File: config.mk
export PLATFORM = sky130hd
export DESIGN_NAME = muldiv_unit
export DESIGN_NICKNAME = d
export VERILOG_FILES = /design/src/rtl/muldiv_unit.sv
export SDC_FILE = /design/constraint.sdc
export NUM_CORES = 1
export LEC_CHECK = 0
export CORE_UTILIZATION = 35
export CTS_CLUSTER_SIZE = 30
export DETAILED_ROUTE_END_ITERATION = 12
export PLACE_DENSITY = 0.56
export SYNTH_ARGS = -nofsm -noshare
export SYNTH_HDL_FRONTEND = slang
export SYNTH_SLANG_ARGS = --single-unit
File: constraint.sdc
create_clock -name clk -period 6.1 [get_ports clk]
set_input_delay 1.525 -clock clk [delete_from_list [all_inputs] [get_ports clk]]
set_output_delay 1.525 -clock clk [all_outputs]
set_load 0.01 [all_outputs]
File: src/rtl/muldiv_unit.sv
// Iterative RV32M multiply/divide unit: 32-cycle shift-add multiply and restoring divide.
// Divide-by-zero and signed overflow take a single-cycle fast path to DONE.
module muldiv_unit (
    input  logic        clk,
    input  logic        rst,
    input  logic        start,
    input  logic [2:0]  funct3,
    input  logic [31:0] operand_a,
    input  logic [31:0] operand_b,
    input  logic [4:0]  rd_in,
    output logic        busy,
    output logic        done,
    output logic [31:0] result,
    output logic [4:0]  rd_out
);
    typedef enum logic [1:0] {IDLE, CALC, DONE} state_t;

    state_t      state, state_next;
    logic [2:0]  op;
    logic        sign_a, sign_b;
    logic [31:0] opnd;
    logic [63:0] acc;
    logic [4:0]  count;

    logic        is_div, signed_a, signed_b, neg_a, neg_b, div_zero, div_ovf, fast;
    logic [31:0] mag_a, mag_b, fast_result;

    // NOTE: every signal driven here gets a value on every path, so no latches are inferred.
    always_comb begin
        is_div   = funct3[2];
        signed_a = is_div ? ~funct3[0] : (funct3[1:0] != 2'b11);
        signed_b = is_div ? ~funct3[0] : ~funct3[1];
        neg_a    = signed_a & operand_a[31];
        neg_b    = signed_b & operand_b[31];
        mag_a    = neg_a ? -operand_a : operand_a;
        mag_b    = neg_b ? -operand_b : operand_b;
        div_zero = is_div & (operand_b == 32'd0);
        div_ovf  = is_div & ~funct3[0] & (operand_a == 32'h8000_0000) & (operand_b == 32'hFFFF_FFFF);
        fast     = div_zero | div_ovf;
        if (div_zero) fast_result = funct3[1] ? operand_a : 32'hFFFF_FFFF;
        else          fast_result = funct3[1] ? 32'd0 : 32'h8000_0000;
    end

    // acc holds {partial product, multiplier} or {partial remainder, dividend/quotient}.
    logic [32:0] mul_sum, div_shift, div_diff;
    logic [63:0] acc_step;

    always_comb begin
        mul_sum   = {1'b0, acc[63:32]} + (acc[0] ? {1'b0, opnd} : 33'd0);
        div_shift = {acc[63:32], acc[31]};
        div_diff  = div_shift - {1'b0, opnd};
        if (op[2])
            acc_step = div_diff[32] ? {div_shift[31:0], acc[30:0], 1'b0}
                                    : {div_diff[31:0], acc[30:0], 1'b1};
        else
            acc_step = {mul_sum, acc[31:1]};
    end

    logic [63:0] prod;
    logic [31:0] quo, rem, calc_result;

    always_comb begin
        prod = (sign_a ^ sign_b) ? -acc_step : acc_step;
        quo  = (sign_a ^ sign_b) ? -acc_step[31:0] : acc_step[31:0];
        rem  = sign_a ? -acc_step[63:32] : acc_step[63:32];
        if (op[2]) calc_result = op[1] ? rem : quo;
        else       calc_result = (op[1:0] == 2'b00) ? prod[31:0] : prod[63:32];
    end

    always_comb begin
        state_next = state;
        case (state)
            IDLE:    if (start) state_next = fast ? DONE : CALC;
            CALC:    if (count == 5'd31) state_next = DONE;
            DONE:    state_next = IDLE;
            default: state_next = IDLE;
        endcase
    end

    // NOTE: sequential state uses non-blocking assignments so all registers update together.
    always_ff @(posedge clk) begin
        if (!rst) state <= IDLE;
        else      state <= state_next;
    end

    always_ff @(posedge clk) begin
        if (!rst) begin
            op     <= '0;
            sign_a <= 1'b0;
            sign_b <= 1'b0;
            opnd   <= '0;
            acc    <= '0;
            count  <= '0;
            result <= '0;
            rd_out <= '0;
        end else begin
            case (state)
                IDLE: if (start) begin
                    op     <= funct3;
                    sign_a <= neg_a;
                    sign_b <= neg_b;
                    count  <= '0;
                    rd_out <= rd_in;
                    opnd   <= is_div ? mag_b : mag_a;
                    acc    <= {32'd0, is_div ? mag_a : mag_b};
                    if (fast) result <= fast_result;
                end
                CALC: begin
                    acc   <= acc_step;
                    count <= count + 5'd1;
                    if (count == 5'd31) result <= calc_result;
                end
                default: ;
            endcase
        end
    end

    assign busy = (state != IDLE);
    assign done = (state == DONE);
endmodule

; Yosys cells after proc, flatten, opt, wreduce, memory -nomap -nowiden
; Cells that the tools add are included.
[classes]
eq_ne = 9
n_reduce_logical = 9
add_sub_neg = 8
bitwise_logic = 10
n_mux = 30
[ops]
columns = op, count
row1 = $mux 32, 16
row2 = $mux 64, 4
row3 = $neg 32->32, 4
row4 = $pmux 64 s2, 1
row5 = $eq 32x32->1 const B, 2
row6 = $neg 64->64, 1
row7 = $pmux 32 s2, 1
row8 = $add 32x32->33, 1
row9 = $sub 33x32->33, 1
row10 = $logic_not 32->1, 1
row11 = $pmux 5 s2, 1
row12 = $ne 2x2->1 const B, 4
row13 = $and 1x1->1, 6
row14 = $mux 2, 3
row15 = $reduce_and 2->1, 3
row16 = $add 5x1->5 const B, 1
row17 = $eq 5x5->1 const B, 1
row18 = $mux 5, 1
row19 = $logic_not 2->1, 2
row20 = $pmux 2 s2, 1
row21 = $reduce_and 4->1, 1
row22 = $reduce_bool 2->1, 2
row23 = $eq 2x1->1 const B, 1
row24 = $eq 2x2->1 const B, 1
row25 = other kinds (4), 6
[totals]
regBits = 145
inputBits = 75
output_inout_bits = 39
elab_cells = 75

; Depth between registers and ports, before layout
; Gate-level depths: netlist (run 1).
[logic_depth]
word_depth = 9
mapped_depth = 25
ltp_nobuf = 24

; Worst setup path before layout (run 1)
; No wires, ideal clock.
[synth_timing]
path_kind = register to register
from = register acc[31]
to = register result[28]
n_path_buf = 4
synth_period_minus_slack_ns = 5.245
setup_slack_ns = 0.855
path_stages_with_launch = 24
setup_ns = 0.088
arrival_time_ns = 5.156
t_required_ns = 6.012
path_cell_list = dfxtp_1 > inv_1 > ha_1 > fa_1 > nand2b_2 > a211oi_4 > o211ai_2 > o21a_2 > o21a_4 > buf_8 > xnor2_4 > buf_6 > buf_4 > clkbuf_1 > o211ai_1 > o21ai_0 > ha_1 > o21ai_1 > nor4_2 > nand4_2 > nand2b_1 > o21ai_0 > mux2_2 > o32ai_2
[synth_between]
elab_chain_len = 9
word_cells_on_any_way = 14
classes_between = add/sub (4) / mux (10)
[synth_rtl]
columns = item, line
row1 = from (decl), 22  ; logic [63:0] acc;
row2 = from (signal assigned), 105  ; acc <= {32'd0, is_div ? mag_a : mag_b};
row3 = from (signal assigned), 109  ; acc <= acc_step;
row4 = $sub 33x32->33, 51  ; div_diff = div_shift - {1'b0, opnd};
row5 = $mux 64, 53  ; acc_step = div_diff[32] ? {div_shift[31:0], acc[30:0], 1'b0}
row6 = $mux 64 (*), 52  ; if (op[2])
row7 = $neg 64->64 (tied with other cells), 63  ; prod = (sign_a ^ sign_b) ? -acc_step : acc_step;
row8 = $mux 64 (tied with other cells), 63
row9 = $mux 32 (on tied branches), "67, 66"
row10 = $mux 32 (*), 66  ; if (op[2]) calc_result = op[1] ? rem : quo;
row11 = $mux 32 (*), 111  ; if (count == 5'd31) result <= calc_result;
row12 = $pmux 32 s2 (*), 97  ; case (state)
row13 = to (signal assigned), 106  ; if (fast) result <= fast_result;
row14 = to (signal assigned), 111
row15 = to (decl), 13  ; output logic [31:0] result,
; Mark *: on every way between the ends. The rest lies on a longest branch, timed or not. The select of a mux whose other input is x is not followed.
; A chain may end at the register's enable or synchronous reset.

; Worst setup path in the final report (run 1)
[layout_timing]
from = register acc[0]
to = register result[28]
[layout_between]
elab_chain_len = 9
word_cells_on_any_way = 15
classes_between = add/sub (4) / mux (11)
[layout_rtl]
columns = item, line
row1 = $mux 32, 49  ; mul_sum = {1'b0, acc[63:32]} + (acc[0] ? {1'b0, opnd} : 33'd0);
row2 = $add 32x32->33, 49
row3 = $mux 64 (*), 52
row4 = $neg 64->64 / $neg 32->32 (equally long branches), "63, 65"
row5 = $mux 64 / $mux 32 (equally long branches), "63, 65"
row6 = $mux 32 (on tied branches), "67, 66"
row7 = $mux 32 (*), 66
row8 = $mux 32 (*), 111
row9 = $pmux 32 s2 (*), 97
; Marks and branches as above.

==> reports/results.txt, run 1 <==
Crit-path most repeated cell: and2_1
CTS Root Cell: clkbuf_16
Vias in the first global route: 17.4k
Worst clock skew: 15.8 ps
Post-synth top flop: dfxtp_1
Final Setup Violations: 0
Post-DRT Antenna Nets: 0
Ys async rst share: 0%
Worst path top cell family by delay: simple AND/OR/NAND/NOR gates
Critical path endpoint category: flip-flop
Die height: 218 µm
Synthesized instance count: 2,345
Antenna violations before repair: 6
Die W: 218 µm
Worst-Margin Slew: 1470 ps
Cts hold-fix bufs: 0
P per Cell Area: 218 nW/µm²
Max Root-Sink Buffers: 2
Fin crit share: 93.9%
Cells resized by post-CTS repair: 0
WS Path Type: reg2reg
Crit-path slowest cell: or4_1
Routability cong.: 0.996
Max Clk Rate: 0.175 GHz
Mean Syn Cell Area: 6.97 µm²
WL final: 74,400 µm
Reg2Reg Setup Slack: 370 ps
Initial core utilization: 35.7%
Share of the synthesized area in the top cell type: 17.8%
First DRT Iteration DRCs: 2,333
I/O pins: 114
Rel. slew slack: 1.32%
Detailed placement HPWL: 58,100 µm
DR WL/cell: 24.7 µm
Syn Std Cell Area: 16,400 µm²
Crit-path max cell delay: 720 ps
Core Box Area: 45,800 µm²
Violated checks: max-capacitance violations
Rows: 78
Ranking of synthesized cells by area: dfxtp_1 (18%), a21oi_1 (7.3%), nand2_1 (6.5%)
Area leader, netlist: dfxtp_1
Share of layout cells above drive strength 1: 8.44%
Outcome: finished, violations left
Arrival time worst endpoint: 6040 ps
H-tree depth: 4
Sequential element share of the synthesized area: 17.8%
Tmin final: 5730 ps
Pwr Total: 4120 µW
Slew Viols, Final: 0
Post-route setup TNS: 0 ps
CTS tree: done
VDD IR max: 149 µV
Max-Cap Viols: 1
Remaining DRCs: 0
Post-Syn Nets: 2,493
Syn. warnings: 0
CP bufs+invs: 1
Post-synth cell types: 109
Post-synth EDFFs: 0
FF+latch count, synth: 145
RSZ-0062 raised after global routing: no
Hold Path Class: reg2reg
Die area: 47,600 µm²
Post-DR vias/cell: 6.26
Gr usage total: 30.7%
Max Fanout on Critical Path: 25
CTS Buf Count: 17
IO Port Bufs: 113
Leak Pwr: 0.00711 µW
Final Hold Viols: 0
CTS sink count: 145
Post-CTS Setup Inserts: 0
Startpoint Class: flip-flop
Largest net degree at the start of global routing: 97
Fin util: 41.2%
DRT Pass-1 Iters: 7
Global route total overflow: 0
Via Count: 18.8k
Area delta synth->final: 15.4%
Nets: 2,541
Worst-path clk slew: 70 ps
First-pass GRT wire length: 110,000 µm
Crit-path cells: and2_1 > ha_1 > fa_1 > a211oi_2 > o21ai_1 > o311ai_0 > buf_4 > and2_1 > o21bai_1 > xnor2_1 > a22oi_1 > or4_1 > nor4_4 > nand3_1 > a221oi_2 > o32ai_2
WP data required: 6410 ps
Clock Latency Late Sink: 470 ps
[sequential cells by signal (all words and copies together), names as in the netlist]
signal / flops
acc: 64
rd_out: 5
sign_b: 1
result: 32
sign_a: 1
op: 3
opnd: 32
count: 5
state: 2
[path summary, 6_finish.rpt]
kind,from,endpoint,cells after the start
worst max register to register,acc[0],result[28],16
worst max-delay path,acc[0],result[28],16
worst min-delay path,rd_out[3],rd_out[3],2
worst min register to register,rd_out[3],rd_out[3],2
[per-stage QoR]
step / cell area, µm² / hold WS, ps / setup slack (ps) / std cells
floorplan: 16400 / 440 / 855 / 2345
global placement: 18200 / 442 / 446 / 2973
detailed placement: 18200 / 450 / 398 / 2973
CTS: 18900 / 460 / 347 / 3005
global route: 18900 / 491 / 6.92 / 3006
finish: 18900 / 458 / 373 / 3008
[cell families after synthesis]
| logic type | count (synthesis) | synth area share [%] |
|---|---|---|
| AO/OA/AOI/OAI | 786 | 31.6 |
| XOR/XNOR | 182 | 9.91 |
| adder cells (fa/ha/maj) | 73 | 5.68 |
| multiplexers | 66 | 4.22 |
| flip-flops | 145 | 17.8 |
| buffers and inverters | 241 | 5.91 |
| AND/OR/NAND/NOR | 852 | 24.9 |
[power breakdown]
group / internal (µW) / total, µW / leakage (µW) / switching, µW
combinational: 631 / 1810 / 0.00562 / 1170
clock: 735 / 1220 / 0.000308 / 487
sequential: 1010 / 1090 / 0.00118 / 82.4
total: 2380 / 4120 / 0.00711 / 1740
[worst reg2reg max path, cell delays in order, from the launching register on]
cell	delay [ps]
dfxtp_1	580
and2_1	310
ha_1	230
fa_1	430
a211oi_2	330
o21ai_1	190
o311ai_0	390
buf_4	200
and2_1	320
o21bai_1	150
xnor2_1	380
a22oi_1	290
or4_1	720
nor4_4	410
nand3_1	160
a221oi_2	330
o32ai_2	140
[area by class of cell]
type | instances | area [µm²]
fill | 4724 | 26900
multi-input combinational | 1959 | 12500
sequential | 145 | 2910
timing repair buffer | 189 | 1710
tap | 600 | 751
clock buffer | 18 | 439
inverter | 81 | 307
clock inverter | 14 | 213
antenna | 2 | 5.00
[metal layers]
layer	up-vias	global-route usage [%]	share of wire [%]	routed length, µm
li1	8680	-	-	-
met1	8987	40.5	42	31500
met2	980	47.4	44	32700
met3	193	5.87	8.6	6370
met4	4	15.6	5.1	3830
met5	-	0	0.032	24
[cell usage after synthesis, types with 19 or more instances]
cell type  instances
and3_1            22
nor3_1            61
nand2_1          282
dfxtp_1          145
nand3_1           43
or3_1             22
o21ai_0          158
nand4_1           31
mux2i_1           43
clkbuf_1         122
nor4_1            19
a31oi_1           42
a221oi_1          22
xnor2_1           94
buf_2             20
ha_1              71
a211oi_1          29
a22oi_1           29
mux2_2            23
o211ai_1          61
xor2_1            86
a21oi_1          238
o31ai_1           23
nor2_1           233
inv_1             78
and2_1            45
[placed cells by master (no fill, tap or decap), types with 23 or more instances in the layout]
cell             instances
a211oi_1                29
a21oi_1                238
a22oi_1                 29
a31oi_1                 42
and2_1                  44
buf_4                   74
clkdlybuf4s50_1        112
dfxtp_1                144
ha_1                    71
inv_1                   77
mux2_2                  23
mux2i_1                 43
nand2_1                281
nand3_1                 43
nand4_1                 31
nor2_1                 232
nor3_1                  61
o211ai_1                61
o21ai_0                158
o31ai_1                 23
xnor2_1                 93
xor2_1                  85
No activity file was read; power rests on OpenSTA's default activity.
==> inputs of run 2 (changes only) <==
--- a/config.mk
+++ b/config.mk
@@ -9,6 +9,7 @@
 export CTS_CLUSTER_SIZE = 30
 export DETAILED_ROUTE_END_ITERATION = 12
 export PLACE_DENSITY = 0.56
+export SETUP_SLACK_MARGIN = 0.05
 export SYNTH_ARGS = -nofsm -noshare
 export SYNTH_HDL_FRONTEND = slang
 export SYNTH_SLANG_ARGS = --single-unit
==> reports/results.txt, run 2 (same netlist as run 1, synthesis figures left out) <==
Outcome: finished clean
Global route total overflow: 0 (unchanged)
Slew Viols, Final: 0 (unchanged)
Crit-path max cell delay: 630 ps (-90 ps)
Tmin final: 5750 ps (+28.0 ps)
VDD IR max: 149 µV (+0.66%)
Die height: 218 µm (unchanged)
Die area: 47,600 µm² (unchanged)
Reg2Reg Setup Slack: 350 ps (-30 ps)
Largest Register: acc
Nets: 2,542 (+0.039%)
Cells resized by post-CTS repair: 0 (unchanged)
Core Box Area: 45,800 µm² (unchanged)
Largest net degree at the start of global routing: 97 (unchanged)
Critical path endpoint category: flip-flop
Fill cell count: 4,724 (unchanged)
CP bufs+invs: 1 (unchanged)
DRT Pass-1 Iters: 6 (-1)
Setup WS post-layout: 345 ps (-28.0 ps)
Hold Path Class: reg2reg
Cell Area, Placed: 18,200 µm² (unchanged)
Post-route setup TNS: 0 ps (unchanged)
CTS sink count: 145 (unchanged)
Max-Cap Viols: 0 (-1)
Crit-path cells: and2_1 > ha_1 > fa_1 > a211oi_2 > o21ai_1 > o311ai_0 > buf_4 > and2_1 > o311ai_0 > nand2_1 > xor2_1 > mux2i_1 > or4_1 > or2_1 > o21ai_0 > mux2_2 > o32ai_2
Post-DRT Antenna Nets: 0 (unchanged)
Rel. slew slack: 4.91% (+3.6 points)
Crit-path slowest cell: or4_1
Vias in the first global route: 17.4k (unchanged)
RSZ-0062 raised after global routing: no
WS Path Type: reg2reg
Via Count: 18.8k (-0.20%)
Worst-path clk slew: 70 ps (about the same)
Top Registers: acc: 64 flops, opnd: 32 flops, result: 32 flops
Share of power burned in registers: 26.5% (about the same)
Leak Pwr: 0.00712 µW (about the same)
I/O pins: 114 (unchanged)
Rows: 78 (unchanged)
Commonest non-fill, non-tap cell in the layout: nand2_1
First DRT Iteration DRCs: 2,296 (-1.6%)
Max Root-Sink Buffers: 2 (unchanged)
Clock power share: 29.6% (about the same)
CTS Root Cell: clkbuf_16
Internal: 2380 µW (about the same)
Post-Place Worst Slack: 398 ps (unchanged)
Max Fanout on Critical Path: 25 (unchanged)
WP data required: 6480 ps (+70 ps)
First-pass GRT wire length: 110,000 µm (unchanged)
NetSw: 1740 µW (about the same)
WL final: 74,300 µm (about the same)
Fin crit share: 94.3% (+0.46 points)
Share of layout cells above drive strength 1: 8.48% (+0.038 points)
CTS tree: done
Routability cong.: 0.996 (unchanged)
Detailed placement HPWL: 58,100 µm (unchanged)
Post-route cell area: 18,900 µm² (about the same)
Most frequent cells in the layout: nand2_1 (281), a21oi_1 (238), nor2_1 (232), o21ai_0 (158), dfxtp_1 (144)
IO Port Bufs: 113 (unchanged)
Die W: 218 µm (unchanged)
Pwr Total: 4120 µW (about the same)
Clock Latency Late Sink: 470 ps (about the same)
Final Setup Violations: 0 (unchanged)
Hold slack: 457 ps (-1.36 ps)
Remaining DRCs: 0 (unchanged)
DR WL/cell: 24.7 µm (about the same)
Startpoint Class: flip-flop
Worst clock skew: 16.5 ps (+0.698 ps)
Comb power frac: 43.9% (about the same)
Antenna violations before repair: 6 (unchanged)
Worst-Margin Slew: 1420 ps (-53.5 ps)
P per Cell Area: 218 nW/µm² (about the same)
Initial core utilization: 35.7% (unchanged)
Final Hold Viols: 0 (unchanged)
Register area: 2910 µm² (unchanged)
Post-DR vias/cell: 6.25 (-0.26%)
H-tree depth: 4 (unchanged)
Switching Fraction: 42.3% (about the same)
Arrival time worst endpoint: 6130 ps (+90 ps)
CTS Buf Count: 17 (unchanged)
Max reg flops: 64 (unchanged)
Gr usage total: 30.7% (unchanged)
Worst path top cell family by delay: simple AND/OR/NAND/NOR gates
Max Clk Rate: 0.174 GHz (-0.49%)
Footprint of the multi-input gates: 12,500 µm² (unchanged)
Area delta synth->final: 15.4% (about the same)
run 2: changes by cell type in the layout (fill, tap and decap cells not counted):
| cell | change |
|---|---|
| buf_4 | +1 |
| diode_2 | +1 |
run 2: per-stage QoR:
stage / util (%) / instances
after detailed placement: 39.8 / 2973
after floorplan: - / 2345
after global routing: 41.2 / 3007
after global placement: 39.8 / 2973
final: 41.2 / 3010
after CTS: 41.2 / 3005
run 2: worst register-to-register path, stage by stage (launching register included):
cell	delay, ps
dfxtp_1	590
and2_1	320
ha_1	240
fa_1	430
a211oi_2	330
o21ai_1	190
o311ai_0	390
buf_4	200
and2_1	330
o311ai_0	240
nand2_1	130
xor2_1	300
mux2i_1	290
or4_1	630
or2_1	300
o21ai_0	200
mux2_2	370
o32ai_2	190
run 2: power by group through the flow:
stage	Combinational, µW	Sequential, µW	Clock [µW]
6_report	1810	1090	1220
5_1_grt	1930	1100	1270
4_1_cts	1760	1090	1230
3_5_place_dp	1750	1110	0
3_3_place_gp	1760	1110	0
2_1_floorplan	1150	1080	0
run 2: timing repair:
| item | 4_1_cts | 5_1_grt |
|---|---|---|
| setup buffers | 0 | 1 |
| endpoints found under the hold margin | 0 | 0 |
| hold buffers | 0 | 0 |
| setup endpoints to repair | 0 | 2 |
run 2: layer usage:
layer	part of all wire, %	vias up	track usage, %
met5	0.032	-	0
met4	5.3	4	15.6
met3	8.5	206	5.87
met2	44	965	47.4
met1	42	8943	40.5
li1	-	8689	-
run 2: cell type report:
type	count	share of cell area, %
multi-input combinational	1959	66.4
sequential	145	15.4
timing repair buffer	190	9.09
tap	600	3.98
clock buffer	18	2.33
inverter	81	1.62
clock inverter	14	1.13
antenna	3	0.0398
run 2: path summary, 6_finish.rpt:
path,depth (start not counted),to,from
setup / recovery,17,result[28],acc[0]
hold / removal,2,rd_out[3],rd_out[3]
setup reg to reg,17,result[28],acc[0]
hold reg to reg,2,rd_out[3],rd_out[3]
